==> src/rtl/cond_unit.sv <==
// rtl/cond_unit.sv - SimpleARM conditional-execution unit: NZCV flag register, condition check, execute->memory write gating
// Optional macro COND_STATS_EN adds saturating executed/squashed instruction counters.
module cond_unit #(
  parameter int CNT_W = 32
) (
  input  logic             clk,
  input  logic             reset,
  input  logic             valid_i,
  input  logic [3:0]       cond_i,
  input  logic [1:0]       flag_w_i,
  input  logic [3:0]       alu_flags_i,
  input  logic             pcs_i,
  input  logic             reg_w_i,
  input  logic             mem_w_i,
  input  logic             no_write_i,
  input  logic             stall_i,
  input  logic             flush_i,
  output logic             cond_ex_o,
  output logic             carry_o,
  output logic [3:0]       flags_o,
  output logic             pcs_m_o,
  output logic             reg_w_m_o,
  output logic             mem_w_m_o
`ifdef COND_STATS_EN
  ,
  output logic [CNT_W-1:0] exec_cnt_o,
  output logic [CNT_W-1:0] squash_cnt_o
`endif
);

  logic [3:0] flags_q;
  logic       cond_pass;
  logic       accept;
  logic       n, z, c, v;

  assign {n, z, c, v} = flags_q;

  // Evaluated on stored flags only; no forwarding of alu_flags_i.
  always_comb begin
    cond_pass = 1'b0;
    case (cond_i)
      4'h0: cond_pass = z;
      4'h1: cond_pass = !z;
      4'h2: cond_pass = c;
      4'h3: cond_pass = !c;
      4'h4: cond_pass = n;
      4'h5: cond_pass = !n;
      4'h6: cond_pass = v;
      4'h7: cond_pass = !v;
      4'h8: cond_pass = c && !z;
      4'h9: cond_pass = !c || z;
      4'hA: cond_pass = (n == v);
      4'hB: cond_pass = (n != v);
      4'hC: cond_pass = !z && (n == v);
      4'hD: cond_pass = z || (n != v);
      4'hE: cond_pass = 1'b1;
      default: cond_pass = 1'b0;
    endcase
  end

  assign cond_ex_o = valid_i & cond_pass;
  assign accept    = cond_ex_o & !stall_i & !flush_i;
  assign carry_o   = flags_q[1];
  assign flags_o   = flags_q;

  always_ff @(posedge clk) begin
    if (reset) begin
      flags_q   <= 4'h0;
      pcs_m_o   <= 1'b0;
      reg_w_m_o <= 1'b0;
      mem_w_m_o <= 1'b0;
    end else begin
      if (accept) begin
        if (flag_w_i[1]) flags_q[3:2] <= alu_flags_i[3:2];
        if (flag_w_i[0]) flags_q[1:0] <= alu_flags_i[1:0];
      end
      if (flush_i) begin
        pcs_m_o   <= 1'b0;
        reg_w_m_o <= 1'b0;
        mem_w_m_o <= 1'b0;
      end else if (!stall_i) begin
        pcs_m_o   <= pcs_i & cond_ex_o;
        reg_w_m_o <= reg_w_i & cond_ex_o & !no_write_i;
        mem_w_m_o <= mem_w_i & cond_ex_o;
      end
    end
  end

`ifdef COND_STATS_EN
  logic squash;
  assign squash = valid_i & !cond_pass & !stall_i & !flush_i;

  always_ff @(posedge clk) begin
    if (reset) begin
      exec_cnt_o   <= '0;
      squash_cnt_o <= '0;
    end else begin
      if (accept && !(&exec_cnt_o))   exec_cnt_o   <= exec_cnt_o + 1'b1;
      if (squash && !(&squash_cnt_o)) squash_cnt_o <= squash_cnt_o + 1'b1;
    end
  end
`endif

endmodule

==> config.mk <==
export PLATFORM = sky130hd
export DESIGN_NAME = cond_unit
export DESIGN_NICKNAME = d
export VERILOG_FILES = /design/src/rtl/cond_unit.sv
export SDC_FILE = /design/constraint.sdc
export NUM_CORES = 1
export LEC_CHECK = 0
export BUFFER_PORTS_ARGS = -buffer_cell sky130_fd_sc_hd__buf_2
export CORE_UTILIZATION = 40
export DETAILED_ROUTE_END_ITERATION = 10
export PLACE_DENSITY_LB_ADDON = 0.2
export SLEW_MARGIN = 20
export SYNTH_ARGS = -nofsm -noshare
export SYNTH_HDL_FRONTEND = slang
export SYNTH_SLANG_ARGS = --single-unit
export TNS_END_PERCENT = 30
==> constraint.sdc <==
create_clock -name clk -period 2.2 [get_ports clk]
set_clock_uncertainty 0.05 [all_clocks]
set_input_delay 0.33 -clock clk [delete_from_list [all_inputs] [get_ports clk]]
set_output_delay 0.33 -clock clk [all_outputs]
set_load 0.02 [all_outputs]
# Word level (Yosys, flattened, before mapping)

Cells that the tools add are included.

Eq/ne operators: 16
Multiplexer cells: 1
Bitwise operators: 7
Reduce and logical (&&, ||, !) cells: 15

Operators by type and width:

| cell                                                            | number |
|---|---|
| 4-bit == test, second input constant                            | 7 |
| 4-bit by 3-bit == test with 1-bit output, second input constant | 4 |
| 1-bit one-hot mux with 15 select lines                          | 1 |
| 4-bit by 2-bit == test with 1-bit output, second input constant | 2 |
| 1-bit bitwise AND                                               | 7 |
| 1-bit zero test                                                 | 7 |
| 4-bit by 1-bit == test with 1-bit output, second input constant | 1 |
| 4-bit zero test                                                 | 1 |
| 2-bit AND reduction                                             | 2 |
| 1-bit logical AND                                               | 2 |
| 1-bit logical OR                                                | 2 |
| 2-bit OR reduction                                              | 1 |
| 1-bit == test                                                   | 1 |
| 1-bit != test                                                   | 1 |

Flip-flop bits (word level): 7
Input port bits: 19
Word-level logic and storage cells: 44

# Longest topological paths before layout

Depth in word-level cells: 7
Depth in mapped cells: 7
Gate-level depth less buffers: 6

# Worst setup path after synthesis

No wires, ideal clock.

Path type: reg-to-output
Start point: reg flags_q[0], in the netlist flags_o[0]
End point: out cond_ex_o
Data arrival time: 1858 ps
Setup slack: -38 ps
Stages on the path, launching flop included: 6
Path buffers: 0
Cells stage by stage: dfxtp_1 and4bb_1 o31a_1 a311o_1 a221o_1 and2_1

Longest elaborated chain between the ends: 4

Ends and longest elaborated chain:

| what                                                  | RTL line | RTL |
|---|---|---|
| start: declaration                                    | 31       | `logic [3:0] flags_q;` |
| start signal: assignment                              | 75       | `if (flag_w_i[0]) flags_q[1:0] <= alu_flags_i[1:0];` |
| 1-bit != test or 1-bit == test (tied branches)        | n/a      |  |
| 1-bit logical OR or 1-bit logical AND (tied branches) | 55, 54   |  |
| 1-bit one-hot mux with 15 select lines (*)            | 41       | `case (cond_i)` |
| 1-bit bitwise AND (*)                                 | 61       | `assign cond_ex_o = valid_i & cond_pass;` |
| end: declaration                                      | 18       | `output logic cond_ex_o,` |

Every way passes the cells marked *; elsewhere a longest branch is shown, timed or not.

# Worst setup path in the final report

Same ends and word-level chain as after synthesis.

==> metrics.md <==
| Metric | Value |
|---|---|
| RSZ-0062 raised after global routing | `true` |
| Later-pin clock latency in the skew report | `0.25 ns` |
| TritonCTS buffer count | `3` |
| Nature of the critical path endpoint | `primary output` |
| Setup CP Type | `flop to primary output` |
| Final min period | `2.32 ns` |
| CTS tree | `yes` |
| Io pins | `28` |
| Worst min path class | `input port to flop` |
| Commonest non-fill, non-tap cell in the layout | `buf_2` |
| Worst IR Drop VDD | `0.296 mV` |
| Core area | `0.00130 mm2` |
| Sequential area share after synthesis | `24.9%` |
| Starting Density | `43.2%` |
| Die Height | `39.5 um` |
| Fin. Hold Viols | `0` |
| Most frequent cells in the layout | `buf_2 (26), nand2b_1 (8), buf_4 (7)` |
| Syn Inst Count | `69` |
| Detailed Routing Iterations Pass 1 | `2` |
| RD Place Congestion | `0.732` |
| Layout area overhead | `41.6%` |
| CP required | `1.82 ns` |
| Slew Limit Fails | `0` |
| Slew of the pin with the lowest slew margin | `0.503 ns` |
| Routed vias | `615` |
| Port Buffers | `27` |
| Dpl hpwl | `966 um` |
| Max clock buf depth | `2` |
| Startpoint Class | `flop` |
| Vias/cell | `5.30` |
| Crit-path leading delay family | `compound AO/OA/AOI/OAI gates` |
| Synth unique cells | `31` |
| Drt total wl | `1.27 mm` |
| Detail Route Antenna Nets | `0` |
| WHS | `0.276 ns` |
| Synth Area per Inst | `8.14 um2` |
| Max frequency | `431 MHz` |
| Critical Path Max Stage Delay | `0.37 ns` |
| First-pass GRT wire length | `2.06 mm` |
| Row count | `13` |
| DRT iter0 DRCs | `1` |
| Number of global-route vias before repair | `504` |
| Clk root buf | `clkbuf_4` |
| Pwr per Cell Area | `418 mW/mm2` |
| Htree depth | `1` |
| Fin crit share | `106%` |
| Async SR Flop Fraction | `0%` |
| Setup WS post-layout | `-0.122 ns` |
| Ys Warns | `0` |
| Failing checks | `negative setup slack` |
| Ys flop type | `dfxtp_1` |
| Total GRT Usage | `19.3%` |
| Critical Path AT | `1.94 ns` |
| Detailed-route DRC error count | `0` |
| Fraction of layout cells with a size suffix above 1 | `43.6%` |
| #FFs+latches synth | `7` |
| CP max FO | `5` |
| Initial antenna violation count | `0` |
| P_leak | `0.000361 uW` |
| Maxcap violations | `0` |
| Die Wd | `39.5 um` |
| Die area | `0.00156 mm2` |
| Finish-stage setup viols | `1` |
| # diodes | `0` |
| Routed WL per cell | `11.0 um` |
| GRT overflow | `0` |
| Largest net degree at the start of global routing | `12` |
| Fin util | `61.2%` |
| Max-Slew Margin vs Limit | `66.0%` |
| Syn_nets | `88` |
| EDFF count, synth | `0` |
| Status | `complete, but fails checks` |
| Setup_tns | `-0.122 ns` |
| Worst-path cell chain | `and4bb_1, o31a_1, a311o_1, a221o_1, and2_4, buf_6` |
| CTS clock-pin slew for the worst setup and hold paths | `0.06 ns` |
| Nets@finish | `121` |
| Slowest-stage cell, CP | `dfxtp_4` |
| Post-Syn Area | `562 um2` |
| Clock sink count | `7` |
| Buf/Inv on CP | `1` |
[power by group]
part / switching [uW] / leakage [uW] / internal (uW)
logic: 41.9 / 0.000288 / 43.7
registers: 1.83 / 0.0000581 / 127
clock network: 49.0 / 0.0000150 / 69.3
total: 92.7 / 0.000361 / 240
[sequential cells by signal, summed over array words and instances, names as in the netlist]
signal and count:
reg_w_m_o 1, flags_o 4, pcs_m_o 1, mem_w_m_o 1
[per-layer routing]
layer	wire, um	up-vias	track usage (%)
li1	-	321	-
met1	574	277	25.0
met2	640	15	31.1
met3	50	2	1.70
met4	5	0	10.3
met5	0	-	0
[stage by stage]
step	cells	total power, uW	instance area, um2	setup slack [ns]
2_1_floorplan	69	181	566	0.00249
6_report	116	332	796	-0.122
5_1_grt	116	350	796	-0.183
4_1_cts	116	335	778	-0.149
3_3_place_gp	111	213	734	0.00908
3_5_place_dp	111	213	734	-0.0147
[tightest hold or removal path: stages]
cell	delay, ns
buf_2	0.09
nand2b_1	0.06
mux2i_1	0.06
[what timing repair did]
| item | in CTS | in global routing |
|---|---|---|
| buffers inserted | 1 | 0 |
| pin swaps | 3 | 1 |
| hold buffers | 0 | 0 |
| resized for setup | 4 | 3 |
| gates cloned | 0 | 0 |
| endpoints found under the setup margin | 1 | 1 |
[cells in the mapped netlist (2+ instances only)]
library cell / n / share of area (%)
a21oi_1: 5 / 4.5
a41oi_1: 2 / 3.1
and4_4: 2 / 4.0
buf_2: 3 / 2.7
clkbuf_1: 2 / 1.3
dfxtp_1: 7 / 25
inv_1: 4 / 2.7
mux2i_1: 6 / 11
nand2_1: 4 / 2.7
nand2b_1: 8 / 8.9
nand4_1: 4 / 4.5
nor2b_1: 2 / 2.2
o31ai_1: 2 / 2.7
[final timing paths]
| kind | start | endpoint | slack [ns] | cells past startpoint |
|---|---|---|---|---|
| hold / removal | alu_flags_i[3] | flags_o[3] | 0.28 | 3 |
| hold reg to reg | pcs_m_o | pcs_m_o | 0.40 | 2 |
| setup reg to reg | flags_o[0] | flags_o[1] | 0.17 | 7 |
| setup / recovery | flags_o[0] | cond_ex_o | -0.12 | 6 |
[layout make-up]
type                    instances  area [um2]
clock buffers                   4        26.3
inverters                       4        15.0
repair buffers                 34         194
multi-input cells              52         394
well taps                      15        18.8
flip-flops and latches          7         148
fillers                       133         505
[cell families after synthesis]
kind of cell	Yosys count	share of synthesized area [%]
mux	6	10.7
xor+xnor	1	1.56
compound gates	15	19.4
flops	7	24.9
simple gates	30	35.4
buf+inv	10	8.02
Note: power is estimated with default switching activity, not from simulation.
